==> src/rtl/ddr_port0_writer.sv <==
// Purpose: packs a raster pixel stream into MCB write bursts, one command per burst, never crossing a line.
// Latency: a command issues one cycle after the last word of its burst (more if cmd_full is held).
// Backpressure: pix_ready drops on wr_full, after a full burst, and throughout command issue and advance.
module ddr_port0_writer #(
  parameter int unsigned MAX_BURST  = 64,
  parameter logic [29:0] BASE1_ADDR = 30'd5242880
) (
  input  logic        clk,
  input  logic        reset,
  input  logic        mem_calib_done,
  input  logic [10:0] x_size,
  input  logic [10:0] y_size,
  input  logic        base_selector,
  input  logic        frame_start,
  input  logic [31:0] pix_data,
  input  logic        pix_valid,
  output logic        pix_ready,
  output logic [31:0] wr_data,
  output logic [3:0]  wr_mask,
  output logic        wr_en,
  input  logic        wr_full,
  input  logic [6:0]  wr_count,
  output logic [2:0]  cmd_instr,
  output logic [5:0]  cmd_bl,
  output logic [29:0] cmd_byte_addr,
  output logic        cmd_en,
  input  logic        cmd_full,
  output logic        busy,
  output logic        frame_done
);

  typedef enum logic [2:0] {IDLE, WAIT_FRAME, FILL, CMD, ADVANCE} state_t;

  localparam logic [10:0] MAX_BURST_W = 11'(MAX_BURST);

  state_t      state, state_nxt;
  logic [1:0]  calib_sync;
  logic        calib_ok;
  logic [10:0] x_lat, y_lat, x_ptr, y_ptr, word_cnt;
  logic [29:0] base_lat;
  logic [10:0] remain, burst_len;
  logic [10:0] x_adv, y_adv;
  logic        line_end, frame_end, zero_frame, accept;
  logic [29:0] pix_index;
  logic        unused_count;

  // Fill level is not needed: acceptance is gated by wr_full alone.
  assign unused_count = ^wr_count;

  assign calib_ok   = calib_sync[1];
  assign remain     = x_lat - x_ptr;
  assign burst_len  = (remain > MAX_BURST_W) ? MAX_BURST_W : remain;
  assign x_adv      = x_ptr + burst_len;
  assign y_adv      = y_ptr + 11'd1;
  assign line_end   = (x_adv == x_lat);
  assign frame_end  = line_end && (y_adv == y_lat);
  assign zero_frame = (x_size == 11'd0) || (y_size == 11'd0);
  assign pix_index  = 30'(y_ptr) * 30'(x_lat) + 30'(x_ptr);

  assign accept  = pix_valid & pix_ready;
  assign wr_en   = accept;
  assign wr_data = pix_data;
  assign wr_mask = 4'b0000;

  // Two-flop synchroniser for the asynchronous calibration level.
  always_ff @(posedge clk or negedge reset) begin
    if (!reset) calib_sync <= 2'b00;
    else        calib_sync <= {calib_sync[0], mem_calib_done};
  end

  // State register.
  always_ff @(posedge clk or negedge reset) begin
    if (!reset) state <= IDLE;
    else        state <= state_nxt;
  end

  // Next-state decode plus the combinational handshake and command outputs.
  always_comb begin
    state_nxt     = state;
    pix_ready     = 1'b0;
    cmd_en        = 1'b0;
    cmd_instr     = 3'b000;
    cmd_bl        = 6'd0;
    cmd_byte_addr = 30'd0;
    case (state)
      IDLE: begin
        if (calib_ok) state_nxt = WAIT_FRAME;
      end
      WAIT_FRAME: begin
        if (frame_start && !zero_frame) state_nxt = FILL;
      end
      FILL: begin
        pix_ready = !wr_full && (word_cnt < burst_len);
        if (accept && (word_cnt + 11'd1 == burst_len)) state_nxt = CMD;
      end
      CMD: begin
        if (!cmd_full) begin
          cmd_en        = 1'b1;
          cmd_bl        = 6'(burst_len - 11'd1);
          cmd_byte_addr = base_lat + {pix_index[27:0], 2'b00};
          state_nxt     = ADVANCE;
        end
      end
      ADVANCE: begin
        state_nxt = frame_end ? WAIT_FRAME : FILL;
      end
      default: state_nxt = IDLE;
    endcase
  end

  // Frame geometry latch, raster pointers, burst word count and status flags.
  always_ff @(posedge clk or negedge reset) begin
    if (!reset) begin
      x_lat      <= 11'd0;
      y_lat      <= 11'd0;
      base_lat   <= 30'd0;
      x_ptr      <= 11'd0;
      y_ptr      <= 11'd0;
      word_cnt   <= 11'd0;
      busy       <= 1'b0;
      frame_done <= 1'b0;
    end else begin
      frame_done <= 1'b0;
      case (state)
        WAIT_FRAME: begin
          if (frame_start) begin
            x_lat    <= x_size;
            y_lat    <= y_size;
            base_lat <= base_selector ? BASE1_ADDR : 30'd0;
            x_ptr    <= 11'd0;
            y_ptr    <= 11'd0;
            word_cnt <= 11'd0;
            if (zero_frame) frame_done <= 1'b1;
            else            busy       <= 1'b1;
          end
        end
        FILL: begin
          if (accept) word_cnt <= word_cnt + 11'd1;
        end
        ADVANCE: begin
          word_cnt <= 11'd0;
          if (line_end) begin
            x_ptr <= 11'd0;
            y_ptr <= y_adv;
          end else begin
            x_ptr <= x_adv;
          end
          if (frame_end) begin
            frame_done <= 1'b1;
            busy       <= 1'b0;
          end
        end
        default: ;
      endcase
    end
  end

endmodule

==> config.mk <==
export PLATFORM = sky130hd
export DESIGN_NAME = ddr_port0_writer
export DESIGN_NICKNAME = d
export VERILOG_FILES = /design/src/rtl/ddr_port0_writer.sv
export SDC_FILE = /design/constraint.sdc
export NUM_CORES = 1
export LEC_CHECK = 0
export BUFFER_PORTS_ARGS = -buffer_cell sky130_fd_sc_hd__buf_2
export CORE_MARGIN = 2
export CORE_UTILIZATION = 46
export CTS_BUF_LIST = sky130_fd_sc_hd__clkbuf_2
export CTS_CLUSTER_SIZE = 16
export DETAILED_ROUTE_END_ITERATION = 10
export PLACE_DENSITY = 0.71
export SETUP_SLACK_MARGIN = 0.02
export SLEW_MARGIN = 10
export SYNTH_ARGS = -nofsm -noshare
export SYNTH_HDL_FRONTEND = slang
export SYNTH_SLANG_ARGS = --single-unit
==> constraint.sdc <==
create_clock -name clk -period 12.7 [get_ports clk]
set_input_delay 1.27 -clock clk [delete_from_list [all_inputs] [get_ports clk]]
set_output_delay 1.27 -clock clk [all_outputs]
set_load 0.1 [all_outputs]
==> qor.csv <==
metric;value;unit
# clock sinks;63;
TritonCTS Buffers;9;
Critical Path Source;x_lat[10];
Slew @ Worst Pin;0.936;ns
kind of critical path;flop to output port;
GRT met1 Usage;30.2;%
Clock Root Buffer;clkbuf_2;
sw power;0.835;mW
setup bufs post-CTS;0;
post-CTS sizing;0;
Routed Antenna Nets;0;
detailed-route wire length;22500;um
Synth top area share;18.7;%
first-pass GRT wire length;38000;um
largest net degree at the start of global routing;64;
Synth Instances;1198;
worst reg2reg path startpoint;x_lat[0];
unrepaired setup endpoints after global routing;false;
max cap viols;0;
most area-hungry cell type in the Yosys netlist;fa_1;
I/O pins;149;
nets;1454;
Reg2Reg Capture Point;x_ptr[10];
FF+latch area;1580;um^2
final cell count without fillers;1477;
synthesized cell area;10000;um^2
antenna violations before repair;1;
Worst setup SP type;flop;
number of global-route vias before repair;7658;
Seq pwr share;26.0;%
worst-path maximum fanout;14;
maximum vdd drop;0.119;mV
most common cell after layout, fill and taps aside;inv_1;
die area;23000;um^2
Worst setup EP type;output port;
Comb power frac;67.2;%
Int Pwr;0.690;mW
Async SR Flop Fraction;100;%
PortBufs;64;
maximum root-to-sink buffer count;2;
Vias;7918;
Data required, critical path;11.43;ns
sw frac;54.7;%
Starting Density;46.5;%
WP data arrival;7.87;ns
FILL cells;2129;
Final Skew;0.0180;ns
GR peak layer;met2;
Cells after DPL;1460;
crit path to;cmd_byte_addr[24];
final hold viol count;0;
routed vias/inst;5.36;
Max Fclk;0.109;GHz
drt drc;0;
synth warn;0;
hold buffers post-CTS;0;
fraction of layout instances using a drive strength above 1;10.1;%
Leakage Power;5.25;nW
power density cells;147;nW/um^2
worst skew pair latency;0.53;ns
wire per inst;15.3;um
number of synthesized flops with an enable pin;0;
met3 usage;2.54;%
R2R cell count;24;
Die W;152;um
DRT iter0 DRCs;429;
clock network fraction of total power;6.9;%
drt pass-1 iters;5;
GRT Total Usage;20.5;%
count of standard-cell rows;54;
Synth area leaders;fa_1 19%, dfrtp_1 16%, ha_1 12%, inv_1 6.5%, nand2_1 4.7%;
Seq cells post-synth;63;
CTS tree;built;
most frequent cells in the layout;174 x inv_1, 126 x nand2_1, 100 x ha_1;
Final Cycle Share;71.9;%
global route overflow;0;
post-route setup TNS;0;ns
DP HPWL;17900;um
Pins Over Slew Limit;0;
Finish-stage setup viols;0;
prevailing post-synth register cell;dfrtp_1;
footprint of the multi-input gates;7320;um^2
core area;21600;um^2
Slew headroom;37.3;%
Yosys cell types;75;
Hold Slack;0.381;ns
Clock Pin Slew Worst Setup and Hold Paths;0.19;ns
r2r setup slk;6.18;ns
post-synthesis sequential area ratio;15.7;%
Syn Area/Cell;8.39;um^2
final core occ;47.9;%
min cycle time layout;9.14;ns
Syn-to-layout area delta;3.11;%
Hold WC Path Type;flop to flop;
routing usage on met2;32.5;%
outcome;complete, no violations;
Routability Congestion;0.926;
H-tree level count;3;
die height;152;um
## cell usage after synthesis, types with 12 or more instances
| cell | instances |
|---|---|
| dfrtp_1 | 63 |
| nand2_1 | 126 |
| mux2_2 | 21 |
| a21oi_1 | 50 |
| a21o_1 | 16 |
| xnor2_1 | 45 |
| and3_1 | 12 |
| buf_4 | 45 |
| fa_1 | 94 |
| ha_1 | 100 |
| nor3_1 | 18 |
| o21ai_0 | 27 |
| nand3_1 | 26 |
| nor2_1 | 56 |
| clkbuf_1 | 51 |
| inv_1 | 174 |
| and2_1 | 51 |
| o21ai_1 | 28 |
| xor2_1 | 20 |
## worst max-delay path, cell delays in order (launching register included)
cell       delay (ns)
dfrtp_1          0.79
nand2_1          0.18
fa_1             0.54
fa_1             0.54
inv_1            0.06
fa_1             0.50
fa_1             0.54
inv_1            0.05
fa_1             0.52
inv_1            0.04
ha_1             0.35
o21ai_0          0.10
nor2_1           0.06
o21a_1           0.18
a2111oi_0        0.67
nor3_1           0.14
a2111oi_0        0.64
xnor2_1          0.13
ha_1             0.35
a21oi_1          0.09
or3_1            0.31
mux2i_1          0.13
buf_2            0.44
## worst min-delay path by stage
stage                       start            end  slack, ns  cells after the start
finish              calib_sync[0]  calib_sync[1]       0.38                      0
global route        calib_sync[0]  calib_sync[1]       0.40                      0
CTS                 calib_sync[0]  calib_sync[1]       0.39                      0
detailed placement  calib_sync[0]  calib_sync[1]       0.35                      0
global placement    calib_sync[0]  calib_sync[1]       0.34                      0
floorplan           calib_sync[0]  calib_sync[1]       0.33                      0
## metrics by stage
stage	total power, mW	worst slack, ns	instance area (um^2)
after floorplan	1.23	2.63	10100
after global routing	1.65	3.04	10400
after global placement	1.40	4.23	10300
after CTS	1.52	3.53	10400
final	1.53	3.56	10400
after detailed placement	1.41	4.16	10300
## power groups by stage
stage / combinational [mW] / clock, mW / sequential [mW]
2_1_floorplan: 0.926 / 0 / 0.307
3_3_place_gp: 1.00 / 0 / 0.394
3_5_place_dp: 1.01 / 0 / 0.400
4_1_cts: 1.02 / 0.109 / 0.395
5_1_grt: 1.13 / 0.118 / 0.409
6_report: 1.02 / 0.105 / 0.396
## flip-flops by register name, summed over array words and instances (netlist names)
name / count
base_lat: 1
x_lat: 11
frame_done: 1
state: 3
calib_sync: 2
word_cnt: 11
x_ptr: 11
y_lat: 11
busy: 1
y_ptr: 11
## metal layers
layer | vias to the layer above | share of wire (%)
li1 | 3893 | -
met3 | 26 | 5.7
met2 | 204 | 45
met5 | - | 0
met4 | 0 | 1.5
met1 | 3795 | 48
## logic make-up after synthesis
group	synth area share [%]
simple gates	17.2
xor+xnor	6.50
buf+inv	12.3
compound gates	14.4
flops	15.7
mux	2.65
other cells	0.0748
fa+ha+maj	31.2
## cell type report
class,instances,share of cell area (%)
multi-input cells,873,70.7
flip-flops and latches,63,15.2
inverters,175,6.34
repair buffers,69,3.45
well taps,280,3.38
clock inverters,7,0.471
clock buffers,9,0.435
diodes,1,0.0242
Power figures use the tool's default switching activity.
